===== src/rtl/bit_packer.sv =====
// Packs LSB-first variable-length fields (0..15 bits) into 32-bit words.
// Full words are emitted as soon as 32 bits collect; flush emits a PAD_BIT-filled partial word.
module bit_packer #(
    parameter logic PAD_BIT = 1'b0
) (
    input  logic        clk,
    input  logic        rst_n,
    input  logic        pushin,
    input  logic [3:0]  lenin,
    input  logic [14:0] datain,
    input  logic        flush,
    output logic        pushout,
    output logic [31:0] dataout,
    output logic [5:0]  validbits,
    output logic [5:0]  pending
);

    typedef enum logic {
        RUN,
        FLUSH2
    } state_t;

    state_t      state;
    logic [46:0] acc;
    logic [5:0]  cnt;

    logic [4:0]  n;
    logic [46:0] field;
    logic [46:0] merged;
    logic [5:0]  t;

    // Keep the low k bits of w; every bit above them becomes PAD_BIT.
    function automatic logic [31:0] pad_word(input logic [31:0] w, input logic [5:0] k);
        logic [31:0] hi;
        hi = 32'hFFFF_FFFF << k;
        return (w & ~hi) | ({32{PAD_BIT}} & hi);
    endfunction

    always_comb begin
        n      = pushin ? {1'b0, lenin} : 5'd0;
        field  = {32'd0, datain & ~(15'h7FFF << lenin)};
        if (!pushin)
            field = '0;
        merged = acc | (field << cnt);
        t      = cnt + {1'b0, n};
    end

    assign pending = cnt;

    // Accumulator bits at or above cnt are always zero, so OR-merging is safe.
    always_ff @(posedge clk or negedge rst_n) begin
        if (!rst_n) begin
            state     <= RUN;
            acc       <= '0;
            cnt       <= '0;
            pushout   <= 1'b0;
            dataout   <= '0;
            validbits <= '0;
        end else begin
            pushout <= 1'b0;
            case (state)
                RUN: begin
                    if (flush && t != 6'd0 && t < 6'd32) begin
                        pushout   <= 1'b1;
                        dataout   <= pad_word(merged[31:0], t);
                        validbits <= t;
                        acc       <= '0;
                        cnt       <= '0;
                    end else if (t >= 6'd32) begin
                        pushout   <= 1'b1;
                        dataout   <= merged[31:0];
                        validbits <= 6'd32;
                        acc       <= merged >> 32;
                        cnt       <= t - 6'd32;
                        if (flush && t != 6'd32)
                            state <= FLUSH2;
                    end else begin
                        acc <= merged;
                        cnt <= t;
                    end
                end
                FLUSH2: begin
                    // Remainder goes out now; a same-edge field opens a fresh accumulator.
                    pushout   <= 1'b1;
                    dataout   <= pad_word(acc[31:0], cnt);
                    validbits <= cnt;
                    acc       <= field;
                    cnt       <= {1'b0, n};
                    state     <= RUN;
                end
                default: state <= RUN;
            endcase
        end
    end

endmodule


===== config.mk =====
export PLATFORM = sky130hd
export DESIGN_NAME = bit_packer
export DESIGN_NICKNAME = d
export VERILOG_FILES = /design/src/rtl/bit_packer.sv
export SDC_FILE = /design/constraint.sdc
export NUM_CORES = 1
export LEC_CHECK = 0
export ABC_AREA = 1
export CORE_MARGIN = 3
export CORE_UTILIZATION = 35
export DETAILED_ROUTE_END_ITERATION = 7
export GPL_ROUTABILITY_DRIVEN = 0
export PLACE_DENSITY = 0.55
export SLEW_MARGIN = 20
export SYNTH_ARGS = -nofsm -noshare
export SYNTH_HDL_FRONTEND = slang
export SYNTH_SLANG_ARGS = --single-unit

===== constraint.sdc =====
create_clock -name clk -period 5.3 [get_ports clk]
set_input_delay 1.06 -clock clk [delete_from_list [all_inputs] [get_ports clk]]
set_output_delay 1.06 -clock clk [all_outputs]
set_load 0.05 [all_outputs]

# --- Yosys cells after proc, flatten, opt, wreduce, memory -nomap -nowiden ---
# Index checks and enable logic that the tools add are counted.
totals:
  mem_bits_rw: 0
  input_bits: 23
  wordCells: 49
  register_bits: 93
  memories: 0
  output_inout_bits: 45
  latch_bits: 0
  rom_bits: 0
op_classes:
  addsub: 2
  n_reduce_logical: 4
  order_cmp: 2
  eq_ne: 2
  multipliers: 0
  div_mod_pow: 0
  mux: 21
  shift: 4
  bitwise: 8
op_table:
  columns: ["cell", "count"]
  rows:
  - ["47-bit two-way mux", 2]
  - ["47-bit one-hot mux with 2 select lines", 1]
  - ["32-bit bitwise AND", 2]
  - ["32-bit two-way mux", 2]
  - ["32-bit inverter", 2]
  - ["32-bit one-hot mux with 2 select lines", 1]
  - ["32-bit by 6-bit left shift with 32-bit output (first input constant)", 2]
  - ["47-bit bitwise OR", 1]
  - ["47-bit by 6-bit left shift with 47-bit output", 1]
  - ["6-bit two-way mux", 4]
  - ["6-bit one-hot mux with 2 select lines", 2]
  - ["15-bit bitwise AND", 1]
  - ["15-bit two-way mux", 1]
  - ["15-bit inverter", 1]
  - ["15-bit by 4-bit left shift with 15-bit output (first input constant)", 1]
  - ["6-bit by 4-bit adder with 6-bit output", 1]
  - ["6-bit greater-or-equal comparator (second input constant)", 1]
  - ["6-bit less-than comparator (second input constant)", 1]
  - ["6-bit != test (second input constant)", 1]
  - ["6-bit nonzero test", 1]
  - ["6-bit subtractor (second input constant)", 1]
  - ["1-bit two-way mux", 5]
  - ["4-bit two-way mux", 1]
  - ["1-bit one-hot mux with 2 select lines", 2]
  - ["other kinds (3)", 5]

# --- Depth between registers and ports, before layout ---
# Gate-level depths: netlist of the first run.
logic_depth:
  ltp_word: 9
  ltp_mapped: 19
  ltp_nobuf: 17

# --- Worst setup path after synthesis of the first run ---
# OpenSTA, ideal clock, no wires.
synth_path:
  kind: "input-to-reg"
  start: "in pushin"
  end: "reg dataout[6]"
  setup_ns: 0.129
  required_time_ns: 5.171
  slack_ns: 1.940
  t_arrival_ns: 3.231
  cell_stages: 16
  cell_sequence: "buf_2 > nand2_1 > inv_1 > ha_1 > fa_1 > xnor2_2 > nand2_2 > nor2_4 > nand3_2 > nand3_4 > nand2_4 > inv_4 > nand2_4 > buf_2 > nor2_1 > a31oi_1"
synth_between:
  elab_chain_cells: 7
synth_lines:
  columns: ["item", "line", "text"]
  rows:
  - ["start: declaration", "8", "input logic pushin,"]
  - ["4-bit two-way mux", "40", "n = pushin ? {1'b0, lenin} : 5'd0;"]
  - ["6-bit by 4-bit adder with 6-bit output", "45", "t = cnt + {1'b0, n};"]
  - ["32-bit by 6-bit left shift with 32-bit output / 6-bit nonzero test (equally long branches)", "35, 63", null]
  - ["32-bit inverter / 1-bit logical AND (equally long branches)", "36, 63", null]
  - ["32-bit bitwise AND / 1-bit logical AND (equally long branches)", "36, 63", null]
  - ["32-bit two-way mux", "63", "if (flush && t != 6'd0 && t < 6'd32) begin"]
  - ["32-bit one-hot mux with 2 select lines", "61", "case (state)"]
  - ["end signal: assignment", "65", "dataout <= pad_word(merged[31:0], t);"]
  - ["end signal: assignment", "71", "dataout <= merged[31:0];"]
  - ["end signal: assignment", "85", "dataout <= pad_word(acc[31:0], cnt);"]
  - ["end: declaration", "13", "output logic [31:0] dataout,"]
# Several ways; a longest one is shown, not always the timed one. The select of a mux whose other input is x is not followed.
# A chain may end at the register's enable or synchronous reset.

# --- Worst setup path after layout of the first run ---
layout_path:
  start: "in pushin"
  end: "reg dataout[2]"
# Same word-level chain as after synthesis.

==> impl_metrics.csv, run 1 <==
group,metric,value,unit
pwr,clkPwrFrac,14.5,%
synth,synth_commonest_cells,"nand2_1, nand3_1, inv_1",
route,drt-total-wl,25.5,mm
critical_path,crit_fanout,57,
synth,yosysSeqAreaShare,36.6,%
finish,drive_gt1_share,5.42,%
synth,synth-seq-cells,93,
finish,syn2layout_area_growth,18.8,%
critical_path,path_cells,"clkdlybuf4s50_1, nand2_1, inv_1, ha_1, fa_1, nand3_1, nand2_1, nand2_1, nand2_1, nand3_2, nand3_4, nand2_4, inv_4, nand2_4, buf_12, o21ai_0, a21oi_1, nor2_1",
synth,syn_inst,961,
global_routing,antenna_found_initial,0,
critical_path,r2r_cells,17,
synth,syn_nets,989,
job,max_cap_viol_count,0,
cts,clock-sinks,93,
cts,path_clk_slew,0.07,ns
cts,post-cts-setup-buffers,0,
cts,clockBufferDepth,2,
synth,yosys_warnings,0,
floorplanning,dieArea,19800,µm²
critical_path,r2r_start,"pending[1]",
floorplanning,die_w,141,µm
synth,synth_most_common_cell,"nand2_1",
global_routing,grt_use_total,25.9,%
route,vias_per_cell,5.64,
finish,nNetsFinal,1038,
pwr,total_power,4.77,mW
min_path,hold_path.class,"flop to flop",
critical_path,crit_type,"primary input to flop",
global_routing,grt_pass1_wl,39.4,mm
placement,hpwl,18.7,mm
critical_path,cp.arrival,4.72,ns
route,vias,6985,
pwr,intPower,2.15,mW
cts,post_cts_resize_count,0,
synth,ys.flop_type,"dfrtp_1",
route,ant_nets,0,
floorplanning,die_h,141,µm
synth,async_flop_share,100,%
pwr,p_comb_share,62.1,%
critical_path,worst_path_most_repeated_cell,"nand2_1",
min_path,hold_start,"dataout[12]",
cts,htreeDepth,3,
floorplanning,fp-row-count,48,
sta,fin_worst_skew,0.0135,ns
floorplanning,io_pins,68,
finish,n_antenna_cell,0,
pwr,p_seq_share,23.4,%
synth,synth_cell_types,43,
synth,syn_avg_cell_area,6.62,µm²
synth,synthTopCellsByArea,"dfrtp_1, nand3_1, nand2_1",
critical_path,cp-startpoint,"pushin",
floorplanning,start_util,36.3,%
cts,clk-insertion-delay-late,0.37,ns
route,drt_iter0_markers,949,
critical_path,timing.reg2reg.setup_slack,1.59,ns
pwr,power_switching,2.62,mW
outcome,status,"completed",
floorplanning,fp.coreArea,17500,µm²
critical_path,slowest_delay,0.58,ns
pwr,power.density,631,nW/µm²
sta,worst_pin_slew,1.20,ns
sta,finalCriticalPeriod,4.46,ns
critical_path,worstSetupStartpointType,"primary input",
global_routing,grt_max_degree,63,
sta,hold_viol,0,
critical_path,rr_endpoint,"dataout[2]",
sta,finalSetupViolations,0,
sta,max_freq,0.224,GHz
critical_path,crit_slowest_cell,"clkdlybuf4s50_1",
pwr,leakagePower,3.74,nW
cts,hold_buffers,0,
cts,cts_tree,"yes",
global_routing,grt_overflow,0,
sta,slew_headroom,19.6,%
cts,numCtsBuffers,9,
synth,synth_enable_flop_cells,0,
synth,yosys.area.top_type_share,36.6,%
sta,fin_crit_sh,84.2,%
route,drc,0,
min_path,holdPathEnd,"dataout[12]",
placement,io_buffers,67,
finish,fin_util,43.1,%
critical_path,cp.required,5.55,ns
pwr,switching_share,55.0,%
synth,synth_top_area_cell,"dfrtp_1",
cts,cts-root-buf,"clkbuf_16",
synth,syn_area,6360,µm²
min_path,holdPathStages,2,
critical_path,cp-end-kind,"flop",
pwr,ir_drop,0.362,mV
finish,n_fill_cell,1905,
route,avgRoutedWirePerCell,20.6,µm
sta,tns,0,ns
sta,rsz0062_at_grt,"false",
sta,maxSlewViolCount,0,
route,drtPass1Iterations,5,
global_routing,grt_pass1_vias,6545,
## logic make-up (layout without fill, tap and decap cells)
| logic type | after synthesis | in the layout | synth area share, % |
|---|---|---|---|
| simple gates | 561 | 561 | 39.1 |
| buf+inv | 169 | 222 | 10.6 |
| compound gates | 131 | 131 | 12.2 |
| flops | 93 | 93 | 36.6 |
| fa+ha+maj | 5 | 5 | 1.10 |
| other cells | 1 | 1 | 0.0590 |
| xor+xnor | 1 | 1 | 0.256 |
## sequential cells by signal, summed over array words and instances (netlist names)
name and cells:
acc 47, dataout 32, pending 6, validbits 6, pushout 1, state 1
## per-stage QoR
step	setup slack [ns]	instances	hold slack, ns	instance area [µm²]
CTS	0.919	1239	0.487	7550
finish	0.836	1239	0.481	7550
global placement	0.665	1224	0.467	7240
detailed placement	0.570	1224	0.472	7240
global route	0.595	1239	0.506	7550
floorplan	1.94	961	0.496	6360
## power groups by stage
stage / registers [mW] / clock network (mW) / logic [mW]
5_1_grt: 1.15 / 0.727 / 3.18
4_1_cts: 1.11 / 0.704 / 2.91
2_1_floorplan: 1.57 / 0 / 1.44
3_3_place_gp: 1.13 / 0 / 2.90
3_5_place_dp: 1.13 / 0 / 2.90
6_report: 1.12 / 0.693 / 2.96
## worst max-delay path, delay by kind of cell
kind / cells / cell delay (ns)
AO/OA/AOI/OAI: 2 / 0.35
adder cells (fa/ha/maj): 2 / 0.69
buffers and inverters: 4 / 1.09
AND/OR/NAND/NOR: 10 / 1.45
## how the worst max path moves through the flow
stage	to	slack, ns	cells after the start
final	dataout[2]	0.84	18
after global routing	dataout[2]	0.59	18
after CTS	dataout[2]	0.92	18
after detailed placement	dataout[2]	0.57	18
after global placement	validbits[1]	0.67	16
after floorplan	dataout[6]	1.94	16
## routing by layer
metal	vias up	wire (µm)	global-route usage, %
met1	3255	10800	36.0
met3	70	2390	5.70
met5	-	0	0
met4	0	1130	11.5
met2	385	11100	38.7
li1	3275	-	-
## final cells by class
type	count	area [µm²]	share of cell area, %
clock buffer	11	253	3.35
clock inverter	4	56.3	0.746
inverter	122	460	6.10
multi-input combinational	699	3360	44.5
sequential	93	2330	30.8
tap	225	282	3.73
timing repair buffer	85	816	10.8
## layout by cell type (no fill, tap or decap), types with 3 or more instances in the layout
cell type        synthesis  layout
ha_1                     4       4
inv_1                  113     113
nand4_1                 10      10
nand3_1                220     220
o21bai_1                 6       6
clkinv_1                 3       3
inv_2                    5       5
dfrtp_1                 93      93
o2111ai_1                4       4
nor2_1                  84      84
clkdlybuf4s50_1          0      66
buf_4                    1      18
a31o_2                   3       3
o22ai_1                  5       5
nand3b_1                 7       7
a21oi_1                 49      49
o21ai_0                 34      34
a31oi_1                 10      10
nand2_1                229     229
o211ai_1                 8       8
clkbuf_16                0       9
Power figures use the tool's default switching activity.
==> run 2: changes to the inputs <==
--- a/config.mk
+++ b/config.mk
@@ -10,7 +10,7 @@
 export CORE_UTILIZATION = 35
 export DETAILED_ROUTE_END_ITERATION = 7
 export GPL_ROUTABILITY_DRIVEN = 0
-export PLACE_DENSITY = 0.55
+export PLACE_DENSITY = 0.57
 export SLEW_MARGIN = 20
 export SYNTH_ARGS = -nofsm -noshare
 export SYNTH_HDL_FRONTEND = slang
==> constraint.sdc (replaced) <==
create_clock -name clk -period 3.7 [get_ports clk]
set_input_delay 0.74 -clock clk [delete_from_list [all_inputs] [get_ports clk]]
set_output_delay 0.74 -clock clk [all_outputs]
set_load 0.05 [all_outputs]
==> run 2 against run 1 <==
  * Sequential share of layout area fell by 0.60 points
  * Critical path depth is 3 lower
  * Global-route usage is 0.39 points lower
  * Clock-buffer cell count unchanged
  * Hold slack lost 0.035 ns
  * Final cell count grew 2.0%
  * Sequential cell count unchanged
  * First-iteration DRC count up 2.7%
  * Clock skew is 0.0014 ns lower
  * Critical path type unchanged
  * Largest power group unchanged
  * Highest routed layer unchanged
==> impl_metrics.csv, run 2 (synthesis results as in run 1) <==
group,metric,value,unit
outcome,status,"completed",
sta,slew_headroom,43.5,%
sta,hold_viol,0,
finish,regMostFlops,"acc",
cts,htreeDepth,3,
route,avgRoutedWirePerCell,19.8,µm
sta,maxSlewViolCount,0,
floorplanning,die_w,141,µm
cts,post-cts-setup-buffers,0,
critical_path,r2r_cells,12,
route,drc,0,
placement,hpwl,19.0,mm
critical_path,cp.required,3.94,ns
route,vias_per_cell,5.58,
finish,syn2layout_area_growth,21.1,%
sta,max_freq,0.307,GHz
route,vias,7049,
critical_path,cp.arrival,3.51,ns
sta,worst_pin_slew,0.842,ns
cts,path_clk_slew,0.07,ns
floorplanning,dieArea,19800,µm²
pwr,power.density,890,nW/µm²
cts,cts_tree,"yes",
min_path,hold_path.class,"primary input to async pin",
route,ant_nets,0,
cts,hold_buffers,0,
floorplanning,io_pins,68,
critical_path,critical-path-top-delay-family,"simple AND/OR/NAND/NOR gates",
finish,layout_common_cells,"nand2_1, nand3_1, inv_1, dfrtp_1, nor2_1",
critical_path,critPathBufInv,4,
floorplanning,fp.coreArea,17500,µm²
global_routing,met3_usage,4.92,%
finish,top_regs,"acc (47), dataout (32)",
pwr,total_power,6.85,mW
global_routing,grt_pass1_wl,39.0,mm
placement,io_buffers,67,
global_routing,grtUsageMet2,39.3,%
floorplanning,die_h,141,µm
floorplanning,fp-row-count,48,
pwr,ir_drop,0.489,mV
global_routing,grt_overflow,0,
critical_path,worst_path_most_repeated_cell,"nand2_1",
critical_path,worstSetupStartpointType,"primary input",
finish,n_antenna_cell,0,
pwr,leakagePower,3.84,nW
sta,holdWs,0.446,ns
critical_path,slowest_delay,0.46,ns
cts,numCtsBuffers,9,
critical_path,timing.reg2reg.setup_slack,0.95,ns
critical_path,r2r_start,"pending[0]",
global_routing,antenna_found_initial,0,
finish,final_common_cell,"nand2_1",
route,drt-total-wl,25.0,mm
sta,finalSetupViolations,0,
route,drtPass1Iterations,6,
sta,fin_crit_sh,88.1,%
finish,n_fill_cell,1823,
finish,nNetsFinal,1062,
critical_path,path_cells,"clkdlybuf4s50_1, nand2_1, inv_1, ha_1, fa_1, nand3_1, nand3_1, nand2_1, buf_4, nor2_1, buf_4, nor2_2, nand2_1, nand3_1, nand2_1",
sta,rsz0062_at_grt,"false",
critical_path,cp-end-kind,"flop",
sta,finalCriticalPeriod,3.26,ns
route,drt_iter0_markers,975,
global_routing,grt_use_total,25.5,%
cts,cts-root-buf,"clkbuf_16",
finish,largest_reg_flops,47,
global_routing,grt_pass1_vias,6507,
finish,drive_gt1_share,7.51,%
sta,fin_worst_skew,0.0122,ns
critical_path,rr_endpoint,"acc[5]",
cts,post_cts_resize_count,0,
critical_path,crit_fanout,8,
cts,clock-sinks,93,
global_routing,busiest_layer,"met2",
critical_path,crit_slowest_cell,"fa_1",
cts,clk-insertion-delay-late,0.36,ns
global_routing,met1_usage,36.1,%
critical_path,crit_type,"primary input to flop",
floorplanning,start_util,36.3,%
sta,tns,0,ns
global_routing,grt_max_degree,59,
job,max_cap_viol_count,0,
cts,clockBufferDepth,2,
## run 2: cell count changes in the layout (fill, tap and decap cells not counted), sizes merged
cell	delta
clkinv	+1
buf	+24
## run 2: power by group
group | switching, mW | total (mW) | internal [mW]
sequential | 0.213 | 1.57 | 1.36
clock | 0.422 | 0.948 | 0.526
combinational | 3.09 | 4.34 | 1.25
total | 3.72 | 6.85 | 3.13
## run 2: per-layer routing
layer	wire length, µm	vias up	part of all wire [%]
met4	865	0	3.5
li1	-	3319	-
met1	10700	3242	43
met2	11200	430	45
met3	2240	58	9.0
met5	0	-	0
## run 2: layout make-up
| type | count | area [µm²] | area share, % |
|---|---|---|---|
| Timing Repair Buffer | 109 | 983 | 12.8 |
| Tap cell | 225 | 282 | 3.66 |
| Sequential cell | 93 | 2330 | 30.2 |
| Inverter | 122 | 460 | 5.98 |
| Multi-Input combinational cell | 699 | 3360 | 43.6 |
| Clock buffer | 11 | 233 | 3.02 |
| Clock inverter | 5 | 58.8 | 0.764 |
## run 2: metrics by stage
stage	instances	worst slack, ns	util (%)	cell area [µm²]
after CTS	1264	0.480	43.9	7700
after floorplan	961	0.660	-	6360
final	1264	0.439	43.9	7700
after detailed placement	1248	0.108	42.3	7410
after global routing	1264	0.295	43.9	7700
after global placement	1248	0.165	42.3	7410
## run 2: worst max-delay path by stage
stage,cells after the start,end,startpoint
after floorplan,16,dataout[6],pushin
after global placement,15,dataout[13],pushin
after detailed placement,18,dataout[28],lenin[0]
after CTS,18,dataout[28],lenin[0]
after global routing,18,dataout[28],lenin[0]
final,15,dataout[13],lenin[0]
